[config.mk]
export PLATFORM = sky130hd
export DESIGN_NAME = lsu_ctrl
export DESIGN_NICKNAME = d
export VERILOG_FILES = /design/src/rtl/lsu_pkg.sv /design/src/rtl/lsu_align.sv /design/src/rtl/lsu_ctrl.sv
export SDC_FILE = /design/constraint.sdc
export NUM_CORES = 1
export LEC_CHECK = 0
export CORE_AREA = 4 4 129 131
export DETAILED_ROUTE_END_ITERATION = 7
export DIE_AREA = 0 0 133 135
export GPL_TIMING_DRIVEN = 1
export HOLD_SLACK_MARGIN = 0.03
export PLACE_DENSITY = 0.81
export REMOVE_ABC_BUFFERS = 1
export SYNTH_ARGS = -nofsm -noshare
export SYNTH_HDL_FRONTEND = slang
export SYNTH_SLANG_ARGS = --single-unit
[constraint.sdc]
create_clock -name Clk -period 3.92 [get_ports Clk]
set_input_delay 0.392 -clock Clk [delete_from_list [all_inputs] [get_ports Clk]]
set_output_delay 0.392 -clock Clk [all_outputs]
set_load 0.05 [all_outputs]
[src/rtl/lsu_pkg.sv]
// Shared encodings for the load/store controller: op codes, FSM states, lane width.
package lsu_pkg;
  localparam int LANE_W = 8;

  typedef enum logic [2:0] {
    OP_LW = 3'd0, OP_LH = 3'd1, OP_LHU = 3'd2, OP_LB = 3'd3,
    OP_LBU = 3'd4, OP_SW = 3'd5, OP_SH = 3'd6, OP_SB = 3'd7
  } op_e;

  typedef enum logic [2:0] {IDLE, READ, CAPT, WRITE, DONE} state_e;

  function automatic logic is_store(op_e op);
    return (op == OP_SW) || (op == OP_SH) || (op == OP_SB);
  endfunction
endpackage

[src/rtl/lsu_align.sv]
// Combinational lane logic: load extraction/extension, sub-word store merge, alignment check.
module lsu_align
  import lsu_pkg::*;
(
  input  op_e         op,
  input  logic [1:0]  lane,
  input  logic [31:0] word,
  input  logic [31:0] wdata,
  output logic [31:0] load_val,
  output logic [31:0] merged,
  output logic        misaligned
);
  logic [4:0]  sh;
  logic [31:0] shifted;
  logic [7:0]  b;
  logic [15:0] h;

  assign sh      = {lane, 3'b000};
  assign shifted = word >> sh;
  assign b       = shifted[LANE_W-1:0];
  assign h       = shifted[2*LANE_W-1:0];

  always_comb begin
    load_val = word;
    case (op)
      OP_LH:   load_val = {{16{h[15]}}, h};
      OP_LHU:  load_val = {16'h0, h};
      OP_LB:   load_val = {{24{b[7]}}, b};
      OP_LBU:  load_val = {24'h0, b};
      default: load_val = word;
    endcase
  end

  // Sub-word stores keep the untouched lanes of the word just read.
  always_comb begin
    merged = wdata;
    case (op)
      OP_SB:   merged = (word & ~(32'h0000_00FF << sh)) | ({24'h0, wdata[7:0]} << sh);
      OP_SH:   merged = (word & ~(32'h0000_FFFF << sh)) | ({16'h0, wdata[15:0]} << sh);
      default: merged = wdata;
    endcase
  end

  always_comb begin
    misaligned = 1'b0;
    case (op)
      OP_LW, OP_SW:         misaligned = |lane;
      OP_LH, OP_LHU, OP_SH: misaligned = lane[0];
      default:              misaligned = 1'b0;
    endcase
  end
endmodule

[src/rtl/lsu_ctrl.sv]
// Load/store FSM in front of a word-only synchronous data memory, with RMW for SB/SH.
// Define LSU_BOUNDS_CHECK_EN to flag addresses beyond the memory as errors instead of wrapping.
module lsu_ctrl
  import lsu_pkg::*;
#(
  parameter int AW = 5,
  parameter int DW = 32
) (
  input  logic          Clk,
  input  logic          Reset,
  input  logic          Start,
  input  logic [2:0]    Op,
  input  logic [31:0]   Addr,
  input  logic [DW-1:0] Wdata,
  output logic [DW-1:0] Rdata,
  output logic          Done,
  output logic          Err,
  output logic          Busy,
  output logic [AW-1:0] dm_A,
  output logic [DW-1:0] dm_D,
  output logic          dm_Memwrite,
  output logic          dm_Memtoreg,
  input  logic [DW-1:0] dm_Q
);
  state_e      state, nxt;
  op_e         op_q, op_sel;
  logic [1:0]  lane_q, lane_sel;
  logic [31:0] wdata_q, load_val, merged;
  logic        err_q, misaligned, oob, accept;

  // Alignment is judged on the live request in IDLE, on the latched one afterwards.
  assign op_sel   = (state == IDLE) ? op_e'(Op) : op_q;
  assign lane_sel = (state == IDLE) ? Addr[1:0] : lane_q;
  assign accept   = (state == IDLE) && Start;

`ifdef LSU_BOUNDS_CHECK_EN
  assign oob = |Addr[31:AW+2];
`else
  assign oob = 1'b0;
`endif

  lsu_align u_align (
    .op         (op_sel),
    .lane       (lane_sel),
    .word       (dm_Q),
    .wdata      (wdata_q),
    .load_val   (load_val),
    .merged     (merged),
    .misaligned (misaligned)
  );

  always_ff @(posedge Clk or posedge Reset) begin
    if (Reset) state <= IDLE;
    else       state <= nxt;
  end

  always_comb begin
    nxt = state;
    case (state)
      IDLE:
        if (Start) begin
          if (misaligned || oob)  nxt = DONE;
          else if (op_sel == OP_SW) nxt = WRITE;
          else                    nxt = READ;
        end
      READ:    nxt = CAPT;
      CAPT:    nxt = is_store(op_q) ? WRITE : DONE;
      WRITE:   nxt = DONE;
      DONE:    nxt = IDLE;
      default: nxt = IDLE;
    endcase
  end

  always_ff @(posedge Clk or posedge Reset) begin
    if (Reset) begin
      op_q    <= OP_LW;
      lane_q  <= 2'b00;
      wdata_q <= '0;
      err_q   <= 1'b0;
      dm_A    <= '0;
      dm_D    <= '0;
      Rdata   <= '0;
    end else begin
      if (accept) begin
        op_q    <= op_e'(Op);
        lane_q  <= Addr[1:0];
        wdata_q <= Wdata;
        err_q   <= misaligned || oob;
        dm_A    <= Addr[AW+1:2];
        dm_D    <= Wdata;
      end
      if (state == CAPT) begin
        if (is_store(op_q)) dm_D  <= merged;
        else                Rdata <= load_val;
      end
    end
  end

  // Strobes decode straight from state so a reset removes them without waiting for a clock.
  assign Busy        = (state != IDLE);
  assign Done        = (state == DONE);
  assign Err         = Done && err_q;
  assign dm_Memwrite = (state == WRITE);
  assign dm_Memtoreg = (state == READ);
endmodule
==> flow_metrics.env <==
export IMPL_die_area_um2=18000
export IMPL_htree_levels=3
export IMPL_fin_util_pct=54.7
export IMPL_antenna_found_initial=0
export IMPL_clk_path_buf_depth=2
export IMPL_avgSynthCellArea_um2=8.80
export IMPL_postCtsHoldBufs=0
export IMPL_synth_area_leaders="dfrtp_1 42%, nand2_1 10%, a221oi_1 3.9%"
export IMPL_path_clk_slew_ps=80
export IMPL_setup_tns_ps=0
export IMPL_cts_resized_gates=0
export IMPL_antenna_cells=0
export IMPL_hold_path_class="reg -> reg"
export IMPL_end_kind="register"
export IMPL_cts_sink_count=110
export IMPL_drt_iter0_markers=683
export IMPL_numCtsBuffers=9
export IMPL_max_slew_margin_pct=12.8
export IMPL_cts_tree="done"
export IMPL_final_setup_skew_ps=8.90
export IMPL_drtAntennaViolNets=0
export IMPL_finalMaxSlewViolations=0
export IMPL_dp_cells=1076
export IMPL_die_h_um=135
export IMPL_worst_pin_slew_ps=1310
export IMPL_ys_ff_latch=110
export IMPL_path_class="reg -> reg"
export IMPL_crit_arrival_ps=3480
export IMPL_synth_cell_types=66
export IMPL_die_x_um=133
export IMPL_dp_slack_ps=623
export IMPL_powerDensity_nw_per_um2=1050
export IMPL_grt_usage_pct=23.2
export IMPL_synth_warnings=0
export IMPL_io_buffers=150
export IMPL_drv_cap=0
export IMPL_synthFlopType="dfrtp_1"
export IMPL_critPathRequiredTime_ps=4130
export IMPL_crit_path_max_incr_delay_ps=750
export IMPL_ys_seq_area_share_pct=42.2
export IMPL_intPower_w=0.00416
export IMPL_timing_fmax_mhz=306
export IMPL_first_pass_iters=7
export IMPL_layout_common_cells="174 x nand2_1, 150 x clkdlybuf4s50_1, 110 x dfrtp_1, 47 x a21oi_1, 35 x nor2_1"
export IMPL_report_final_setup_viol=0
export IMPL_hold_viol_final=0
export IMPL_async_flop_share_pct=100
export IMPL_period_share_pct=83.2
export IMPL_path_delay_family="simple AND/OR/NAND/NOR gates"
export IMPL_pwr_share_seq_pct=24.4
export IMPL_core_area_um2=15600
export IMPL_final_common_cell="nand2_1"
export IMPL_root_buffer="clkbuf_16"
export IMPL_crit_slowest_cell="nor3_2"
export IMPL_netlist_area_um2=6520
export IMPL_synth_top_area_share_pct=42.2
export IMPL_vias_per_cell=5.98
export IMPL_rows=46
export IMPL_synth_largest_area_cell="dfrtp_1"
export IMPL_syn_inst=741
export IMPL_clk_latency_ps=370
export IMPL_clkPwrFrac_pct=10.6
export IMPL_p_comb_share_pct=65.0
export IMPL_path_max_fanout=20
export IMPL_critPathBufInv=2
export IMPL_swShare_pct=53.6
export IMPL_run_status="completed"
export IMPL_rsz0062_at_grt="no"
export IMPL_drc=0
export IMPL_crit_chain="nor4b_4 > nor2_4 > inv_2 > buf_4 > a21oi_1 > nor3_2 > o22ai_1"
export IMPL_power_leakage_nw=3.64
export IMPL_layout_drive_gt1_share_pct=9.02
export IMPL_grt_pass1_wl_mm=33.3
export IMPL_setup_ws_ps=657
export IMPL_grt_overflow_total=0
export IMPL_min_period_ps=3260
export IMPL_pin_count=176
export IMPL_p_switching_w=0.00482
export IMPL_start_kind="register"
export IMPL_syn_to_final_growth_pct=30.8
export IMPL_synth_edff_count=0
export IMPL_grt_start_max_net_pins=58
export IMPL_fin_cells=1092
export IMPL_hpwlAfterDp_mm=15.2
export IMPL_avgRoutedWirePerCell_um=19.4
export IMPL_fill_cells=1413
export IMPL_start_util_pct=41.8
export IMPL_dr_total_vias=6530
export IMPL_peakVddDrop_mv=0.469
export IMPL_routed_wl_mm=21.2
export IMPL_num_nets_final=977
export IMPL_grt_pass1_vias=6110
export IMPL_gp_congestion=0.907
export IMPL_post_cts_buffers=0
==> cells in the mapped netlist (3+ instances only) <==
cell / number
nand2_1: 175
dfrtp_1: 110
a21oi_1: 47
nor2_1: 36
clkbuf_1: 31
o21ai_0: 30
a221oi_1: 29
o22ai_1: 26
nand3_1: 22
nor3_1: 19
mux2i_1: 18
a22o_1: 17
and2_1: 16
a211o_1: 15
a211oi_1: 14
buf_2: 13
a31oi_1: 11
o211ai_1: 8
a32oi_1: 7
inv_1: 7
buf_6: 6
nor2_2: 5
o31a_1: 5
ha_1: 4
nand2b_1: 4
a21o_1: 3
a22oi_1: 3
and3_1: 3
buf_4: 3
nor4b_2: 3
==> final timing paths <==
| path | start | endpoint | slack, ps | cells past startpoint |
|---|---|---|---|---|
| max in group asynchronous | Reset | dm_D[9]$_DFF_PP0_ | 2680 | 3 |
| worst min register to register | wdata_q[29]$_DFFE_PP0P_ | wdata_q[29]$_DFFE_PP0P_ | 470 | 2 |
| worst max register to register | state[1]$_DFFE_PP0P_ | Rdata[19]$_DFFE_PP0P_ | 660 | 7 |
| worst min-delay path | wdata_q[29]$_DFFE_PP0P_ | wdata_q[29]$_DFFE_PP0P_ | 470 | 2 |
| worst max-delay path | state[1]$_DFFE_PP0P_ | Rdata[19]$_DFFE_PP0P_ | 660 | 7 |
| min in group asynchronous | Reset | Rdata[28]$_DFFE_PP0P_ | 500 | 2 |
==> cells by family (layout without fill, tap and decap cells) <==
| kind of cell | count (synthesis) | after routing | share of synthesized area, % |
|---|---|---|---|
| xor gates and xnor gates | 2 | 2 | 0.499 |
| buffers and inverters | 64 | 199 | 4.80 |
| muxes | 19 | 19 | 2.99 |
| adders and majority gates | 4 | 4 | 0.768 |
| DFF | 110 | 110 | 42.2 |
| AOI/OAI and AO/OA | 241 | 241 | 26.8 |
| and+or+nand+nor | 301 | 301 | 21.9 |
==> metrics by stage <==
stage                     instance area (µm²)  total power (W)  hold WS [ps]
after CTS                                8530          0.00895           476
after detailed placement                 8220          0.00798           457
final                                    8530          0.00898           473
after global placement                   8220          0.00785           452
after floorplan                          6240          0.00601           440
after global routing                     8530          0.00951           486
==> tightest hold or removal path: stages, from the launching register on <==
cell     delay [ps]
dfrtp_1         340
nand2_1          50
nand2_1          50
==> state kept, by name, summed over array words and instances (netlist names) <==
name and cells:
dm_D 32, op_q 3, Rdata 32, dm_A 5
lane_q 2, err_q 1, wdata_q 32, state 3
==> power by group through the flow <==
stage	combinational (W)	sequential (W)	clock, W
3_5_place_dp	0.00579	0.00219	0
3_3_place_gp	0.00567	0.00218	0
4_1_cts	0.00580	0.00218	0.000975
2_1_floorplan	0.00266	0.00334	0
6_report	0.00583	0.00219	0.000952
5_1_grt	0.00623	0.00227	0.00101
==> routing by layer <==
| layer | routed length, µm | vias up | GRT usage (%) |
|---|---|---|---|
| met2 | 9700 | 357 | 36.3 |
| li1 | - | 3002 | - |
| met5 | 0 | - | 0 |
| met4 | 567 | 0 | 9.64 |
| met1 | 9060 | 3121 | 31.7 |
| met3 | 1880 | 50 | 4.55 |
==> cell type report <==
class	instances	area (µm²)	share of cell area (%)
clock inverter	7	78.8	0.924
tap	216	270	3.17
inverter	10	40.0	0.470
timing repair buffer	173	1700	19.9
multi-input combinational	567	3460	40.6
clock buffer	9	225	2.64
sequential	110	2750	32.3
Note: power is estimated with default switching activity, not from simulation.
